==> config.mk <==
export PLATFORM = sky130hd
export DESIGN_NAME = lab4_branch_branch_update_queue
export DESIGN_NICKNAME = d
export VERILOG_FILES = /design/src/rtl/lab4_branch_branch_update_queue.sv
export SDC_FILE = /design/constraint.sdc
export NUM_CORES = 1
export LEC_CHECK = 0
export ABC_AREA = 1
export BUFFER_PORTS_ARGS = -buffer_cell sky130_fd_sc_hd__buf_2
export CORE_MARGIN = 8
export CORE_UTILIZATION = 50
export DETAILED_ROUTE_END_ITERATION = 10
export PLACE_DENSITY = 0.73
export SYNTH_ARGS = -nofsm -noshare
export SYNTH_HDL_FRONTEND = slang
export SYNTH_SLANG_ARGS = --single-unit
==> constraint.sdc <==
create_clock -name clk -period 2.13 [get_ports clk]
set_input_delay 0.426 -clock clk [delete_from_list [all_inputs] [get_ports clk]]
set_output_delay 0.426 -clock clk [all_outputs]
set_load 0.01 [all_outputs]
==> src/rtl/lab4_branch_branch_update_queue.sv <==
// Branch update queue: holds fetched branches (PC + prediction) in program order,
// pops the oldest on resolve, flags mispredicts and drives the predictor training
// port one cycle after each resolve.
//
// Optional build macro BRANCH_UPDATE_QUEUE_STATS_EN adds saturating 32-bit
// resolved/mispredict counters on stat_resolved and stat_mispred.
module lab4_branch_branch_update_queue #(
    parameter int unsigned DEPTH = 4,
    localparam int unsigned AW = $clog2(DEPTH)
) (
    input  logic          clk,
    input  logic          reset,
    // Fetch side (enqueue)
    input  logic          fetch_val,
    output logic          fetch_rdy,
    input  logic [31:0]   fetch_pc,
    input  logic          fetch_pred,
    // Execute side (resolve / dequeue)
    input  logic          resolve_val,
    output logic          resolve_rdy,
    input  logic          resolve_taken,
    output logic          mispred,
    // Predictor training port
    output logic          upd_en,
    output logic          upd_val,
    output logic [31:0]   upd_pc,
    output logic [AW:0]   count
`ifdef BRANCH_UPDATE_QUEUE_STATS_EN
    ,
    output logic [31:0]   stat_resolved,
    output logic [31:0]   stat_mispred
`endif
);

    localparam logic [AW:0] FullCount = (AW+1)'(DEPTH);
    localparam logic [AW:0] CountOne  = (AW+1)'(1);
    localparam logic [AW-1:0] PtrOne  = AW'(1);

    // Entry storage; validity is implied by head/count, so the array needs no reset.
    logic [31:0]   pc_q   [DEPTH];
    logic          pred_q [DEPTH];

    logic [AW-1:0] head_q, head_d;
    logic [AW-1:0] tail_q, tail_d;
    logic [AW:0]   count_q, count_d;

    logic          upd_en_q, upd_en_d;
    logic          upd_val_q, upd_val_d;
    logic [31:0]   upd_pc_q, upd_pc_d;

    logic          full;
    logic          empty;
    logic          enq_fire;
    logic          deq_fire;
    logic          mispred_int;
    logic          head_pred;
    logic [31:0]   head_pc;

    // Handshake and mispredict decode from current state.
    always_comb begin
        full        = (count_q == FullCount);
        empty       = (count_q == '0);
        // Fetch stalls while the predictor PC is borrowed for training; no full-bypass.
        fetch_rdy   = !full && !upd_en_q;
        resolve_rdy = !empty;
        enq_fire    = fetch_val && fetch_rdy;
        deq_fire    = resolve_val && resolve_rdy;
        head_pc     = pc_q[head_q];
        head_pred   = pred_q[head_q];
        mispred_int = deq_fire && (resolve_taken != head_pred);
        mispred     = mispred_int;
    end

    // Pointer and occupancy next-state; a mispredict squashes everything incl. a same-cycle enqueue.
    always_comb begin
        head_d  = head_q;
        tail_d  = tail_q;
        count_d = count_q;
        if (mispred_int) begin
            head_d  = '0;
            tail_d  = '0;
            count_d = '0;
        end else begin
            if (deq_fire) begin
                head_d = head_q + PtrOne;
            end
            if (enq_fire) begin
                tail_d = tail_q + PtrOne;
            end
            if (enq_fire && !deq_fire) begin
                count_d = count_q + CountOne;
            end else if (deq_fire && !enq_fire) begin
                count_d = count_q - CountOne;
            end
        end
    end

    // Training port next-state: one update per dequeue, value/PC hold otherwise.
    always_comb begin
        upd_en_d  = 1'b0;
        upd_val_d = upd_val_q;
        upd_pc_d  = upd_pc_q;
        if (deq_fire) begin
            upd_en_d  = 1'b1;
            upd_val_d = resolve_taken;
            upd_pc_d  = head_pc;
        end
    end

    // Control state register with synchronous reset.
    always_ff @(posedge clk) begin
        if (reset) begin
            head_q    <= '0;
            tail_q    <= '0;
            count_q   <= '0;
            upd_en_q  <= 1'b0;
            upd_val_q <= 1'b0;
            upd_pc_q  <= '0;
        end else begin
            head_q    <= head_d;
            tail_q    <= tail_d;
            count_q   <= count_d;
            upd_en_q  <= upd_en_d;
            upd_val_q <= upd_val_d;
            upd_pc_q  <= upd_pc_d;
        end
    end

    // Entry write at tail; skipped when the enqueue is squashed by a mispredict.
    always_ff @(posedge clk) begin
        if (enq_fire && !mispred_int && !reset) begin
            pc_q[tail_q]   <= fetch_pc;
            pred_q[tail_q] <= fetch_pred;
        end
    end

    // Output drive from registered state.
    always_comb begin
        upd_en  = upd_en_q;
        upd_val = upd_val_q;
        upd_pc  = upd_pc_q;
        count   = count_q;
    end

`ifdef BRANCH_UPDATE_QUEUE_STATS_EN
    logic [31:0] stat_resolved_q, stat_resolved_d;
    logic [31:0] stat_mispred_q, stat_mispred_d;

    // Saturating event counters.
    always_comb begin
        stat_resolved_d = stat_resolved_q;
        stat_mispred_d  = stat_mispred_q;
        if (deq_fire && (stat_resolved_q != 32'hFFFF_FFFF)) begin
            stat_resolved_d = stat_resolved_q + 32'd1;
        end
        if (mispred_int && (stat_mispred_q != 32'hFFFF_FFFF)) begin
            stat_mispred_d = stat_mispred_q + 32'd1;
        end
    end

    // Statistics registers.
    always_ff @(posedge clk) begin
        if (reset) begin
            stat_resolved_q <= '0;
            stat_mispred_q  <= '0;
        end else begin
            stat_resolved_q <= stat_resolved_d;
            stat_mispred_q  <= stat_mispred_d;
        end
    end

    // Statistics outputs.
    always_comb begin
        stat_resolved = stat_resolved_q;
        stat_mispred  = stat_mispred_q;
    end
`endif

endmodule

Yosys cells after proc, flatten, opt, wreduce, memory -nomap -nowiden
Memories as Yosys holds them, arrays and structs flattened. A register that Yosys moved wholly into a read port is not among the register bits.
Index checks and enable logic that the tools add are counted.
- RAM bits: 132
- word-level logic and storage cells: 38
- bits of input ports: 38
- memories: 2
- output and inout bits: 40
- register bits: 9
- memory list (memory ; depth ; width ; read ports ; clocked after Yosys merged registers in ; wr ports ; line ; text):
    pc_q ; 4 ; 32 ; 1 ; 1 ; 1 ; 40 ; logic [31:0] pc_q [DEPTH];
    pred_q ; 4 ; 1 ; 1 ; 1 ; 1 ; 41 ; logic pred_q [DEPTH];
- add/sub/neg operators: 4
- muxes and demuxes: 7
- reduce and logical (&&, ||, !) cells: 18
- equal/unequal tests: 2
- operators by type and width (operator ; count):
    1-bit logical AND ; 8
    1-bit logical NOT ; 7
    3-bit 2-to-1 mux ; 2
    2-bit by 1-bit adder with 2-bit output, second input constant ; 2
    2-bit 2-to-1 mux ; 2
    3-bit by 1-bit adder with 3-bit output, second input constant ; 1
    3-bit equality test, second input constant ; 1
    3-bit logical NOT ; 1
    1-bit 2-to-1 mux ; 3
    3-bit by 1-bit subtractor with 3-bit output, second input constant ; 1
    2-bit nonzero test ; 1
    2-bit OR reduction ; 1
    1-bit inequality test ; 1

Depth between registers and ports, before layout
- depth after elaboration: 9
- mapped depth: 11

Worst setup path after synthesis
Ideal clock, no wire load.
- kind: register to register
- start: register count_q[0] (netlist: count[0])
- end: memory pc_q[0][0] (enable)
- library setup time: 397 ps
- buffers on the path: 1
- stages on the path, launching flop included: 9
- data arrival time: 1967 ps
- path slack: -233 ps
- required time: 1733 ps
- period minus slack after synthesis: 2363 ps
- path through: dfxtp_1 > nor2_4 > nand2_4 > nand2_8 > inv_4 > buf_6 > nand3_4 > nand3_4 > nor2_2
- longest elaborated chain between the ends: 9
- elaborated cells between the ends (all ways): 13
- those cells by class: eq/ne (1); mux (2); reduce/logical (10)
- ends and longest elaborated chain (element ; line ; text):
    start, declared ; 45 ; logic [AW:0] count_q, count_d;
    start signal, assigned ; 122 ; count_q <= count_d;
    3-bit logical NOT ; 62 ; empty = (count_q == '0);
    1-bit logical NOT ; 65 ; resolve_rdy = !empty;
    named net resolve_rdy ; 20 ; output logic resolve_rdy,
    1-bit logical AND ; 67 ; deq_fire = resolve_val && resolve_rdy;
    1-bit logical AND ; 70 ; mispred_int = deq_fire && (resolve_taken != head_pred);
    1-bit logical NOT ; 131 ; if (enq_fire && !mispred_int && !reset) begin
    1-bit logical AND (2 in a row) ; 131 ;
    1-bit 2-to-1 mux ; 131 ;
    1-bit 2-to-1 mux (not written as such) ; 132 ; pc_q[tail_q] <= fetch_pc;
    end, declared ; 40 ;
The timed path passes the listed nets, and every way through them passes these cells.

Worst setup path in the final report
- start: register count_q[2] (netlist: count[2])
- end: output mispred
- longest elaborated chain between the ends: 4
- ends and longest elaborated chain (element ; line ; text):
    3-bit logical NOT ; 62 ;
    1-bit logical NOT ; 65 ;
    1-bit logical AND ; 67 ;
    1-bit logical AND ; 70 ;
    end, declared ; 22 ; output logic mispred,
No other way between the ends.

==> summary.md <==
| Metric | Value |
|---|---|
| Status | `complete, no violations` |
| Post-synth cell types | `25` |
| Fin Hold WS | `roughly 170 ps` |
| Post CTS Setup Buffer Count | `0` |
| Worst endpoint data arrival time | `between 1000 and 1500 ps` |
| Final Cycle Share | `0.8935` |
| Max-slew violations | `0` |
| ANT nets after route | `0` |
| CTS clk-pin slew, worst paths | `approximately 70 ps` |
| GRT Residual Overflow | `0` |
| Post-synth design cell area | `6615 sq um` |
| Vias | `between 4000 and 5000` |
| CP Class | `reg2out` |
| Min-delay worst type | `in2reg` |
| Fin crit period | `1903 ps` |
| Dpl hpwl | `8355 um` |
| Total negative slack | `0 ps` |
| Maxcap violations | `0` |
| Pin count of the biggest net entering global routing | `67` |
| Area taken by multi-input logic gates | `1563 sq um` |
| Die ar. | `17170 sq um` |
| Mapped Nets | `approximately 570` |
| Final nets | `between 600 and 700` |
| CP max FO | `5` |
| Worst R2R Setup Slack | `230 ps` |
| Largest cells by area after synthesis | `edfxtp_1 60%, dfxtp_1 13%, nor2_1 7.5%, o21ai_0 7.5%, a31oi_1 3.0%` |
| Hold path startpoint | `reset` |
| Placer Congestion | `0.7558` |
| Vias in the first global route | `around 4200` |
| LEAKAGE | `0.002928 uW` |
| H-tree levels | `4` |
| Clock sinks | `between 150 and 200` |
| Area delta synth->final | `19.05%` |
| N_diodes | `0` |
| P per Cell Area | `roughly 1300 nW/um^2` |
| Seq/Total Area, Yosys | `0.7293` |
| GR Util All Layers | `0.1674` |
| Root buffer cell | `clkbuf_16` |
| Filler Cell Count | `just under 1000` |
| Routed vias/inst | `between 5 and 6` |
| Post-synth top area cell | `edfxtp_1` |
| First-pass GRT wire length | `21460 um` |
| Die H | `131.0 um` |
| CTS tree | `done` |
| CP Capture Type | `output pin` |
| Final-report hold violation count | `0` |
| Worst vdd ir | `approximately 730 uV` |
| Final setup viols | `0` |
| Achievable Freq | `approximately 530 MHz` |
| WL/cell | `17.05 um` |
| DRC Markers | `0` |
| Worst Skew | `roughly 9.9 ps` |
| Synthesized instance count | `530` |
| First-pass iteration count of the detailed router | `5` |
| Sequential cell area | `around 4800 sq um` |
| CP required | `between 1500 and 2000 ps` |
| DRT Wirelength | `~14000 um` |
| Worst slew pin tran | `a little over 700 ps` |
| Top cell type's share of synthesized area | `0.5992` |
| PortBufs | `77` |
| Row Count | `42` |
| RSZ-0062 raised after global routing | `false` |
| Clk_lat worst skew | `between 400 and 500 ps` |
| Drt initial violations | `327` |
| R2r endpoint | `count[2]` |
| Initial Util | `0.5055` |
| Ports | `between 70 and 80` |
| Initial antenna violation count | `2` |
| Hold path endpoint | `upd_en` |
| Cts bufs inserted | `17` |
| Synthesis Warnings | `0` |
| Die X-Extent | `between 100 and 150 um` |
| Slew headroom | `0.5292` |
| Syn avg cell area | `12.48 sq um` |
| WHS Path Cells | `2` |
| Max Root-Sink Buffers | `2` |
| Startpoint Class | `flip-flop` |
| Share of cells above drive strength 1 | `0.2412` |
| Seq cells post-synth | `between 150 and 200` |
| Worst reg2reg path startpoint | `count[1]` |
| Worst R2R Path Depth | `11` |
| CTS hold repair buffers | `0` |
| Core Region | `around 13000 sq um` |
[cells by family (layout without fill, tap and decap cells)]
logic type      count (synthesis)  after routing  synth area share
simple gates                  159            159            0.1046
compound gates                134            134            0.1080
fa+ha+maj                       6              6           0.01248
flops                         175            175            0.7293
mux                             1              1          0.001513
xor+xnor                        5              5          0.006620
buf+inv                        50            146           0.03745
[metal layers]
layer	GRT usage	vias to the layer above	part of all wire
li1	-	2041	-
met1	0.1975	2005	0.43
met2	0.2774	122	0.49
met3	0.05317	25	0.062
met4	0.07022	4	0.017
met5	0	-	0.0019
[worst max path at each step]
stage	from	end	slack [ps]
finish	count[2]	mispred	230
detailed placement	count[0]	count[2]	120
CTS	count[0]	count[2]	100
floorplan	count[0]	pc_q[0][0]	-230
global route	count[0]	count[2]	30
global placement	count[0]	count[2]	160
[layout by cell type (no fill, tap or decap), drive strengths merged]
master / synthesis / layout
clkbuf: 11 / 18
dfxtp: 43 / 43
nand3: 5 / 5
nor2: 143 / 143
buf: 20 / 95
edfxtp: 132 / 132
nand2: 11 / 11
ha: 5 / 5
a31oi: 32 / 32
a21oi: 3 / 3
bufinv: 0 / 4
xor2: 5 / 5
o21ai: 99 / 99
fa: 1 / 1
clkinvlp: 0 / 3
clkinv: 0 / 6
mux2i: 1 / 1
inv: 19 / 20
[sequential cells by signal (all words and copies together), names as in the netlist, named ones only]
signal	flops
pred_q	4
tail_q	2
upd_val	1
upd_en	1
upd_pc	32
pc_q	128
head_q	2
count	3
[report_power, final]
part / internal [uW] / switching (uW)
Combinational: 854 / 1630
Sequential: 4160 / 238
Clock: 1990 / 1260
[cells in the mapped netlist]
cell type,n
nand2_4,2
nand2_1,8
fa_1,1
inv_4,1
a31oi_1,32
nand2_8,1
nor2_1,132
inv_2,2
clkbuf_1,11
inv_1,16
a21oi_1,2
nand3_1,3
buf_6,2
nor2_2,10
xor2_1,5
nand3_4,2
dfxtp_1,43
ha_1,5
o21ai_0,99
edfxtp_1,132
mux2i_1,1
a21oi_2,1
buf_4,8
nor2_4,1
buf_2,10
[critical path: stages, from the launching register on]
cell and delay, ps:
dfxtp_1 410, inv_1 100, nand2_4 110, nand2_8 70, inv_4 60, nand3_4 110, inv_1 60, buf_2 130
[final cells by class]
class	instances	share of cell area
sequential	175	0.6136
multi-input combinational	305	0.1984
timing repair buffer	95	0.07086
clock buffer	18	0.05577
tap	176	0.02796
clock inverter	14	0.02399
inverter	19	0.009374
[stage by stage]
| step | setup WS [ps] | total power, uW | area, sq um | instances | utilization |
|---|---|---|---|---|---|
| 2_1_floorplan | -233.5 | 6177 | 6615 | 530 | - |
| 3_3_place_gp | 159.0 | 6858 | 7242 | 770 | 0.5535 |
| 5_1_grt | 28.43 | 10650 | 7875 | 802 | 0.6018 |
| 4_1_cts | 99.46 | 10220 | 7870 | 802 | 0.6015 |
| 3_5_place_dp | 118.5 | 6955 | 7242 | 770 | 0.5535 |
| 6_report | 226.8 | 10130 | 7875 | 802 | 0.6018 |
[timing repair]
item                       4_1_cts  5_1_grt
hold endpoints to repair         0        0
resized for setup                0        3
setup endpoints to repair        0        1
Power figures use the tool's default switching activity.
